===== config.mk =====
export PLATFORM = sky130hd
export DESIGN_NAME = alu_issue
export DESIGN_NICKNAME = d
export VERILOG_FILES = /design/src/rtl/alu_issue.sv
export SDC_FILE = /design/constraint.sdc
export NUM_CORES = 1
export LEC_CHECK = 0
export CORE_MARGIN = 2
export CORE_UTILIZATION = 50
export DETAILED_ROUTE_END_ITERATION = 7
export HOLD_SLACK_MARGIN = 0.12
export PLACE_DENSITY_LB_ADDON = 0.25
export SYNTH_ARGS = -nofsm -noshare
export SYNTH_HDL_FRONTEND = slang
export SYNTH_SLANG_ARGS = --single-unit

===== constraint.sdc =====
create_clock -name clk -period 7.3 [get_ports clk]
set_clock_uncertainty 0.2 [all_clocks]
set_input_delay 1.46 -clock clk [delete_from_list [all_inputs] [get_ports clk]]
set_output_delay 1.46 -clock clk [all_outputs]
set_load 0.05 [all_outputs]

===== src/rtl/alu_issue.sv =====
// Issue stage in front of a combinational ALU: registers one request onto the ALU
// inputs, captures the settled result a cycle later into a small result FIFO.
module alu_issue #(
   parameter int WIDTH = 32,
   parameter int DEPTH = 4
) (
   input  logic             clk,
   input  logic             reset,
   input  logic             in_valid,
   output logic             in_ready,
   input  logic [3:0]       in_opcode,
   input  logic [WIDTH-1:0] in_a,
   input  logic [WIDTH-1:0] in_b,
   output logic [WIDTH-1:0] alu_a,
   output logic [WIDTH-1:0] alu_b,
   output logic [3:0]       alu_opcode,
   input  logic [WIDTH-1:0] alu_result,
   input  logic             alu_zero,
   input  logic             alu_negative,
   input  logic             alu_carryout,
   input  logic             alu_overflow,
   output logic             out_valid,
   input  logic             out_ready,
   output logic [WIDTH-1:0] out_result,
   output logic [3:0]       out_flags,
   output logic             out_err,
   output logic             sticky_ovf,
   input  logic             clr_sticky
);

   localparam int PTR_W = (DEPTH > 1) ? $clog2(DEPTH) : 1;
   localparam int CNT_W = PTR_W + 1;
   localparam logic [CNT_W-1:0] FULL_COUNT = CNT_W'(DEPTH);
   localparam logic [3:0] OP_DIV = 4'b1010;
   localparam logic [3:0] OP_MOD = 4'b1011;

   typedef enum logic {
      IDLE = 1'b0,
      EXEC = 1'b1
   } state_t;

   state_t           state_reg, state_next;
   logic [WIDTH-1:0] a_reg, b_reg;
   logic [3:0]       op_reg;
   logic [PTR_W-1:0] wr_ptr_reg, rd_ptr_reg;
   logic [CNT_W-1:0] count_reg;
   logic             sticky_reg;

   logic [WIDTH-1:0] res_mem  [DEPTH];
   logic [3:0]       flag_mem [DEPTH];
   logic             err_mem  [DEPTH];

   logic             accept, push, pop, div_zero;
   logic [WIDTH-1:0] push_result;
   logic [3:0]       push_flags;

   always_comb begin
      state_next = state_reg;
      accept     = 1'b0;
      push       = 1'b0;
      in_ready   = 1'b0;
      case (state_reg)
         IDLE: begin
            in_ready = (count_reg < FULL_COUNT);
            if (in_valid && in_ready) begin
               accept     = 1'b1;
               state_next = EXEC;
            end
         end
         EXEC: begin
            push       = 1'b1;
            state_next = IDLE;
         end
         default: state_next = IDLE;
      endcase
   end

   // Division by zero is screened here so the ALU's output for it never matters.
   assign div_zero    = ((op_reg == OP_DIV) || (op_reg == OP_MOD)) && (b_reg == '0);
   assign push_result = div_zero ? '0 : alu_result;
   assign push_flags  = div_zero ? 4'b0001
                                 : {alu_overflow, alu_carryout, alu_negative, alu_zero};

   assign out_valid = (count_reg != '0);
   assign pop       = out_valid && out_ready;

   always_ff @(posedge clk or posedge reset) begin
      if (reset) begin
         state_reg  <= IDLE;
         a_reg      <= '0;
         b_reg      <= '0;
         op_reg     <= '0;
         wr_ptr_reg <= '0;
         rd_ptr_reg <= '0;
         count_reg  <= '0;
         sticky_reg <= 1'b0;
      end else begin
         state_reg <= state_next;
         if (accept) begin
            a_reg  <= in_a;
            b_reg  <= in_b;
            op_reg <= in_opcode;
         end
         if (push) wr_ptr_reg <= wr_ptr_reg + PTR_W'(1);
         if (pop)  rd_ptr_reg <= rd_ptr_reg + PTR_W'(1);
         case ({push, pop})
            2'b10:   count_reg <= count_reg + CNT_W'(1);
            2'b01:   count_reg <= count_reg - CNT_W'(1);
            default: count_reg <= count_reg;
         endcase
         if (push && push_flags[3]) sticky_reg <= 1'b1;
         else if (clr_sticky)       sticky_reg <= 1'b0;
      end
   end

   // Storage needs no reset: an entry is only ever read while count marks it live.
   always_ff @(posedge clk) begin
      if (push) begin
         res_mem[wr_ptr_reg]  <= push_result;
         flag_mem[wr_ptr_reg] <= push_flags;
         err_mem[wr_ptr_reg]  <= div_zero;
      end
   end

   assign out_result = out_valid ? res_mem[rd_ptr_reg]  : '0;
   assign out_flags  = out_valid ? flag_mem[rd_ptr_reg] : 4'b0000;
   assign out_err    = out_valid ? err_mem[rd_ptr_reg]  : 1'b0;

   assign alu_a      = a_reg;
   assign alu_b      = b_reg;
   assign alu_opcode = op_reg;
   assign sticky_ovf = sticky_reg;

endmodule


* Yosys cells after proc, flatten, opt, wreduce, memory -nomap -nowiden
Memory sizes are Yosys's and may differ from the RTL's.
Cells that the tools add are included.
** Word-level totals
- Flip-flop bits (word level) :: 77
- Memory bits (writable) :: 148
- Input port bits :: 109
- Output and inout bits :: 108
- Word-level logic and storage cells :: 45
- Memories kept :: 3
** Memory list
- res_mem :: words 4, width 32, read ports 1, clocked after memory_dff 0, write ports 1, line 49 : logic [WIDTH-1:0] res_mem [DEPTH];
- flag_mem :: words 4, width 4, read ports 1, clocked after memory_dff 0, write ports 1, line 50 : logic [3:0] flag_mem [DEPTH];
- err_mem :: words 4, width 1, read ports 1, clocked after memory_dff 0, write ports 1, line 51 : logic err_mem [DEPTH];
** Cells by class
- $add $sub $neg :: 4
- Magnitude comparators :: 1
- Equal/unequal tests :: 4
- Muxes and demuxes :: 15
- Bitwise operators :: 1
- Reductions and logical operators :: 9
** Operator list (count)
- $mux 32 :: 2
- $logic_not 32->1 :: 1
- $mux 1 :: 9
- $eq 4x4->1 const B :: 2
- $mux 4 :: 2
- $pmux 3 s2 :: 1
- $add 2x1->2 const B :: 2
- $logic_and 1x1->1 :: 4
- $reduce_bool 2->1 :: 2
- $add 3x1->3 const B :: 1
- $lt 3x3->1 const B :: 1
- $reduce_bool 3->1 :: 1
- $sub 3x1->3 const B :: 1
- $eq 2x1->1 const B :: 1
- $eq 2x2->1 const B :: 1
- $pmux 1 s2 :: 1
- $logic_or 1x1->1 :: 1
- $not 1->1 :: 1

* Longest topological paths before layout
Gate-level depths: netlist of the first run.
- Word-level depth :: 6
- Depth in mapped cells :: 8
- Depth with buffers taken out :: 8

* Least setup slack after synthesis of the first run
No wires, ideal clock.
- Path kind :: register -> output
- Start point :: register count_reg[2]
- End point :: output port out_flags[0]
- Data arrival time :: 1.589 ns
- Setup slack :: 4.051 ns
- Stages on the path, launching flop included :: 4
- Path buffers :: 1
- Path through :: dfrtp_1 or3_1 clkbuf_1 and2_1
** On the way
- Longest elaborated chain between the ends :: 2
** RTL lines
- from (decl) :: line 46 : logic [CNT_W-1:0] count_reg;
- from (signal assigned) :: line 107 : 2'b10: count_reg <= count_reg + CNT_W'(1);
- from (signal assigned) :: line 108 : 2'b01: count_reg <= count_reg - CNT_W'(1);
- from (signal assigned) :: line 109 : default: count_reg <= count_reg;
- $reduce_bool 3->1 :: line 84 : assign out_valid = (count_reg != '0);
- via out_valid :: line 22 : output logic out_valid,
- $mux 4 :: line 126 : assign out_flags = out_valid ? flag_mem[rd_ptr_reg] : 4'b0000;
- to (decl) :: line 25 : output logic [3:0] out_flags,
The timed path passes the listed nets, and every way through them passes these cells.

* Worst setup path in the final report of the first run
- Start point :: register rd_ptr_reg[0]
- End point :: output port out_result[18]
** On the way
- Longest elaborated chain between the ends :: 2
** RTL lines
- from (decl) :: line 45 : logic [PTR_W-1:0] wr_ptr_reg, rd_ptr_reg;
- from (signal assigned) :: line 105 : if (pop) rd_ptr_reg <= rd_ptr_reg + PTR_W'(1);
- $mem_v2 4x32
- $mux 32 :: line 125 : assign out_result = out_valid ? res_mem[rd_ptr_reg] : '0;
- to (decl) :: line 24 : output logic [WIDTH-1:0] out_result,
No other way between the ends.

==> results of run 1 <==
[synthesized netlist by cell type (all sizes together) (4+ instances only)]
master    n  area share
and2     43       0.030
buf      20       0.018
xor2      4      0.0039
mux4     37       0.093
dfrtp    77        0.21
clkbuf    5      0.0021
nand2     4      0.0017
mux2     68       0.089
nor2b    35       0.024
inv       8      0.0033
nor4      6      0.0042
ha        5      0.0070
edfxtp  148        0.50
[cell type report]
cell class / count / area, sq um
Clock inverter: 10 / 81.3
Tap cell: 225 / 282
Sequential cell: 225 / 6370
Clock buffer: 29 / 618
Inverter: 8 / 31.3
Timing Repair Buffer: 220 / 2190
Multi-Input combinational cell: 218 / 2410
Fill cell: 1141 / 5430
[power groups by stage]
stage / combinational, W / sequential, W / clock (W)
after floorplan: 0.00140 / 0.00254 / 0
after global placement: 0.00292 / 0.00194 / 0
after detailed placement: 0.00294 / 0.00196 / 0
after CTS: 0.00296 / 0.00195 / 0.00112
after global routing: 0.00306 / 0.00199 / 0.00117
final: 0.00293 / 0.00194 / 0.00110
[layout by cell type (no fill, tap or decap)]
cell type        count
bufinv_16            1
nor3_1               1
xnor2_1              2
nor4_1               6
inv_6                1
clkbuf_16           23
dfrtp_2              2
and2_2               4
mux4_2              37
nand3_1              1
and2_4               1
and2_1              38
clkinv_1             2
fa_1                 1
nor2_1               1
ha_1                 5
edfxtp_1           148
o21ai_0              1
xor2_1               4
or3_1                1
o22ai_1              1
mux2i_1              1
nand4_1              1
nor4b_1              2
nor3_4               1
mux2_4               9
buf_4                4
nor2b_1             35
clkbuf_8             2
nand2_1              4
inv_1                7
dfrtp_1             75
clkbuf_1             4
nor2_2               1
clkdlybuf4s50_1    216
clkinvlp_4           2
or2_1                1
mux2_2              59
clkinv_2             5
[routing by layer]
| metal | wire length, microns | vias up | global-route usage |
|---|---|---|---|
| li1 | - | 2231 | - |
| met5 | 16 | - | 0 |
| met4 | 444 | 2 | 0.0652 |
| met1 | 7390 | 2529 | 0.253 |
| met2 | 9600 | 202 | 0.347 |
| met3 | 1670 | 38 | 0.0643 |
[metrics by stage]
stage / instance area, sq um / total power [W]
6_report: 12000 / 0.00596
5_1_grt: 12000 / 0.00621
4_1_cts: 12000 / 0.00603
3_5_place_dp: 11300 / 0.00490
3_3_place_gp: 11300 / 0.00486
2_1_floorplan: 8980 / 0.00394
[worst max-delay path by stage]
stage,to,slack (ps),depth (start not counted),startpoint
finish,out_result[18],2510,4,rd_ptr_reg[0]
global route,out_result[18],2300,4,rd_ptr_reg[0]
CTS,out_flags[0],2400,4,rd_ptr_reg[0]
detailed placement,out_result[18],2950,4,rd_ptr_reg[0]
global placement,out_err,2960,4,rd_ptr_reg[0]
floorplan,alu_a[0],3670,1,reset
[cells by family after synthesis]
logic type	share of synthesized area
fa+ha+maj	0.00920
buf+inv	0.0230
flops	0.710
mux	0.183
compound gates	0.00125
xor+xnor	0.00585
simple gates	0.0679
==> impl_metrics.py, run 1 <==
metrics = {
    "critical_path": {
        "critPathBufInv": 2,
        "path_cells": "buf_4 -> mux4_2 -> and2_1 -> clkdlybuf4s50_1",
        "start_kind": "flip-flop",
        "cp.required_ps": 5640,
        "timing.rr.end": "count_reg[2]",
        "reg2regPathDepth": 9,
        "slowest_delay_ps": 700,
        "crit-reg2reg-launch": "count_reg[2]",
        "rrSetupSlack_ps": 4810,
        "critPathKind": "reg2out",
        "critical-path-slowest-cell": "clkdlybuf4s50_1",
        "cp_top_family": "buffers and inverters",
        "critPathCaptureType": "output port",
        "arrival_ps": 3130,
        "crit_fanout": 27,
    },
    "routing": {
        "vias": 5002,
        "wl_per_cell_microns": 20.4,
        "drcViolationCount": 0,
        "viasPerCell": 5.35,
        "firstDrtPassIters": 5,
        "drt_iter0_markers": 208,
        "wl_microns": 19100,
        "ant_nets": 0,
    },
    "power": {
        "clockPowerShare": 0.184,
        "p_sw_w": 0.00250,
        "comb_power_share": 0.491,
        "p_leak_nw": 4.33,
        "p_int_w": 0.00347,
        "p_per_area_mw_per_mm2": 497,
        "swShare": 0.419,
        "ir_drop_v": 0.000378,
        "seqPwrFrac": 0.325,
    },
    "cells_and_area": {
        "stdcell_count": 935,
        "syn_to_final_growth_pct": 33.6,
        "fin_util": 0.688,
        "drive_gt1_frac": 0.214,
        "num-nets-final": 811,
        "regMostFlops": "res_mem",
        "num_antenna_cells": 0,
        "largest_reg_flops": 128,
    },
    "placed_design": {
        "dp.cells": 896,
        "gp_congestion": 0.746,
        "place_ws_ps": 2950,
        "io_buffers": 216,
        "hpwl_microns": 12000,
    },
    "sta": {
        "fin_crit_sh": 0.656,
        "worst_slew_margin_rel": 0.327,
        "fmax_mhz": 209,
        "period_needed_ps": 4790,
        "tightest_slew_ps": 1010,
        "finalWorstSetupSlack_ps": 2510,
        "drv_slew": 0,
        "rsz0062_at_grt": "no",
        "finalHoldWorstSlack_ps": 309,
        "setup_viol": 0,
        "fin_tns_setup_ps": 0,
        "hold_viol_final": 0,
    },
    "yosys": {
        "async_flop_share": 0.342,
        "syn_nets": 591,
        "synth_cells": 476,
        "ys_seq_area_frac": 0.710,
        "synth_edf_count": 148,
        "syn-cell-area_sq_mm": 0.00898,
        "syn_avg_cell_area_sq_um": 18.9,
        "synth_cell_types": 32,
        "yosysWarningCount": 0,
        "ys_ff_latch": 225,
        "synth_flop_cell": "edfxtp_1",
    },
    "clock_tree": {
        "cts_inserted_buffers": 23,
        "clock_sinks": 225,
        "cts_resized": 0,
        "htree_levels": 1,
        "ctsHoldBuffers": 0,
        "clockBufferDepth": 3,
        "path_clk_slew_ps": 60,
        "cts_tree": "built",
        "clk_latency_ps": 500,
        "post_cts_buffers": 0,
        "root_buffer": "clkbuf_16",
    },
    "grt": {
        "grt_pass1_vias": 5552,
        "antenna_found_initial": 1,
        "grt_usage": 0.205,
        "grt_max_degree": 78,
        "gr-total-overflow": 0,
        "grt_pass1_wl_microns": 29500,
    },
    "die": {
        "die_w_microns": 138,
        "die_area_sq_mm": 0.0190,
        "pin_count": 217,
        "die_h_microns": 138,
        "core-area_sq_mm": 0.0174,
        "fp-row-count": 48,
        "start_util": 0.515,
    },
    "min_path": {
        "hp-class": "reg2reg",
        "hold_depth": 1,
        "holdPathEnd": "alu_a[5]",
        "hp-start": "alu_a[5]",
    },
    "job": {
        "maxCapViolCount": 0,
    },
    "status": {
        "outcome": "finished clean",
    },
}
(Power assumes the default switching activity.)
==> run 2: changes to the inputs <==
--- a/config.mk
+++ b/config.mk
@@ -6,7 +6,7 @@
 export NUM_CORES = 1
 export LEC_CHECK = 0
 export CORE_MARGIN = 2
-export CORE_UTILIZATION = 50
+export CORE_UTILIZATION = 45
 export DETAILED_ROUTE_END_ITERATION = 7
 export HOLD_SLACK_MARGIN = 0.12
 export PLACE_DENSITY_LB_ADDON = 0.25
==> constraint.sdc (replaced) <==
create_clock -name clk -period 4.1 [get_ports clk]
set_clock_uncertainty 0.2 [all_clocks]
set_input_delay 0.82 -clock clk [delete_from_list [all_inputs] [get_ports clk]]
set_output_delay 0.82 -clock clk [all_outputs]
set_load 0.05 [all_outputs]
==> run 2 against run 1 <==
Effect of this change: cell count rose by 5.2%; register-to-register slack got worse by 3200 ps; non-clock buffer count rose by 5; core utilization fell by 6.8 points; critical path type unchanged; wire length fell by 0.62%; highest routed layer is now met4; critical endpoint is now out_result[12]; critical path depth did not move; clock power rose by 81%.
==> impl_metrics.py, run 2 (synthesis results as in run 1) <==
metrics = {
    "critical_path": {
        "critPathKind": "reg2out",
        "cp.required_ps": 3080,
        "startpoint": "rd_ptr_reg[0]",
        "endpoint": "out_result[12]",
        "crit-reg2reg-launch": "count_reg[2]",
        "rrSetupSlack_ps": 1600,
        "timing.rr.end": "count_reg[2]",
        "reg2regPathDepth": 9,
        "start_kind": "flip-flop",
        "arrival_ps": 2830,
        "critPathCaptureType": "output port",
        "crit_fanout": 29,
    },
    "routing": {
        "drt_iter0_markers": 217,
        "viasPerCell": 5.04,
        "ant_nets": 0,
        "drcViolationCount": 0,
        "wl_microns": 19000,
        "wl_per_cell_microns": 19.3,
        "vias": 4955,
        "firstDrtPassIters": 4,
    },
    "die": {
        "die_h_microns": 145,
        "die_area_sq_mm": 0.0211,
        "core-area_sq_mm": 0.0195,
        "pin_count": 217,
        "die_w_microns": 145,
        "fp-row-count": 51,
        "start_util": 0.460,
    },
    "cells_and_area": {
        "final_cell_mix": "216 x clkdlybuf4s50_1, 148 x edfxtp_1, 75 x dfrtp_1",
        "num-nets-final": 817,
        "design_area_sq_mm": 0.0121,
        "stdcell_count": 984,
        "fin_util": 0.620,
        "num_antenna_cells": 0,
        "regMostFlops": "res_mem",
        "largest_reg_flops": 128,
        "syn_to_final_growth_pct": 35.0,
        "drive_gt1_frac": 0.217,
        "final_common_cell": "clkdlybuf4s50_1",
    },
    "status": {
        "outcome": "finished clean",
    },
    "grt": {
        "grt_usage": 0.183,
        "grt_max_degree": 60,
        "gr-total-overflow": 0,
        "antenna_found_initial": 0,
        "grt_pass1_wl_microns": 30700,
        "grt_pass1_vias": 5680,
    },
    "placed_design": {
        "placed_area_sq_mm": 0.0114,
        "hpwl_microns": 12100,
        "io_buffers": 216,
        "gp_congestion": 0.741,
        "dp.cells": 941,
    },
    "sta": {
        "fmax_mhz": 260,
        "rsz0062_at_grt": "no",
        "hold_viol_final": 0,
        "fin_tns_setup_ps": 0,
        "worst_slew_margin_rel": 0.297,
        "fin_crit_sh": 0.940,
        "tightest_slew_ps": 1050,
        "setup_viol": 0,
        "period_needed_ps": 3850,
        "drv_slew": 0,
    },
    "clock_tree": {
        "clock_sinks": 225,
        "cts_inserted_buffers": 24,
        "root_buffer": "clkbuf_16",
        "clk_latency_ps": 500,
        "path_clk_slew_ps": 60,
        "clockBufferDepth": 3,
        "cts_resized": 0,
        "ctsHoldBuffers": 0,
        "htree_levels": 1,
        "post_cts_buffers": 0,
        "cts_tree": "built",
    },
    "min_path": {
        "hold_depth": 1,
        "hp-class": "reg2reg",
    },
    "job": {
        "maxCapViolCount": 0,
    },
    "power": {
        "total_power_w": 0.0107,
        "ir_drop_v": 0.000643,
        "p_leak_nw": 4.38,
        "p_per_area_mw_per_mm2": 881,
    },
}
==> run 2: cell types whose count changed in the layout (fill, tap and decap cells not counted) <==
cell | before | now
clkinv_1 | 2 | 4
clkbuf_16 | 23 | 25
clkinvlp_4 | 2 | 0
clkbuf_8 | 2 | 0
clkinv_2 | 5 | 7
buf_12 | 0 | 1
buf_4 | 4 | 8
inv_6 | 1 | 0
clkbuf_1 | 4 | 7
==> run 2: power by group <==
group | switching (W) | internal [W] | total (W)
registers | 0.000388 | 0.00302 | 0.00340
logic | 0.00322 | 0.00206 | 0.00528
clock network | 0.000819 | 0.00117 | 0.00199
==> run 2: final cells by class <==
class,count,area (sq um)
Timing Repair Buffer,225,2240
Sequential cell,225,6370
Inverter,8,31.3
Clock buffer,32,652
Clock inverter,11,75.1
Fill cell,1452,7410
Multi-Input combinational cell,218,2410
Tap cell,265,332
==> run 2: layer usage <==
layer / global-route usage / up-vias / routed length, microns
met1: 0.211 / 2489 / 7400
met3: 0.0711 / 20 / 1840
met4: 0.0422 / 0 / 276
met5: 0 / - / 0
met2: 0.323 / 203 / 9480
li1: - / 2243 / -
==> run 2: per-stage QoR <==
step	worst slack, ps	hold WS [ps]
after floorplan	1110	262
after global placement	704	276
after detailed placement	709	289
after CTS	171	297
after global routing	87.0	315
final	247	304
==> run 2: worst min path at each step <==
stage,end,from,slack (ps)
after detailed placement,count_reg[0],count_reg[0],290
final,alu_a[7],alu_a[7],300
after global routing,count_reg[0],count_reg[0],320
after global placement,count_reg[0],count_reg[0],280
after floorplan,count_reg[0],count_reg[0],260
after CTS,count_reg[0],count_reg[0],300
==> run 2: worst max-delay path: stages, from the launching register on <==
cell and delay [ps]:
dfrtp_2 580, buf_12 300, mux4_2 560, and2_1 170, clkdlybuf4s50_1 700
==> run 3: changes to the inputs <==
--- a/config.mk
+++ b/config.mk
@@ -5,6 +5,7 @@
 export SDC_FILE = /design/constraint.sdc
 export NUM_CORES = 1
 export LEC_CHECK = 0
+export ABC_CLOCK_PERIOD_IN_PS = 4100
 export CORE_MARGIN = 2
 export CORE_UTILIZATION = 45
 export DETAILED_ROUTE_END_ITERATION = 7
==> results of run 3 <==
The final DEF is identical to that of run 2; final timing and power are the same.
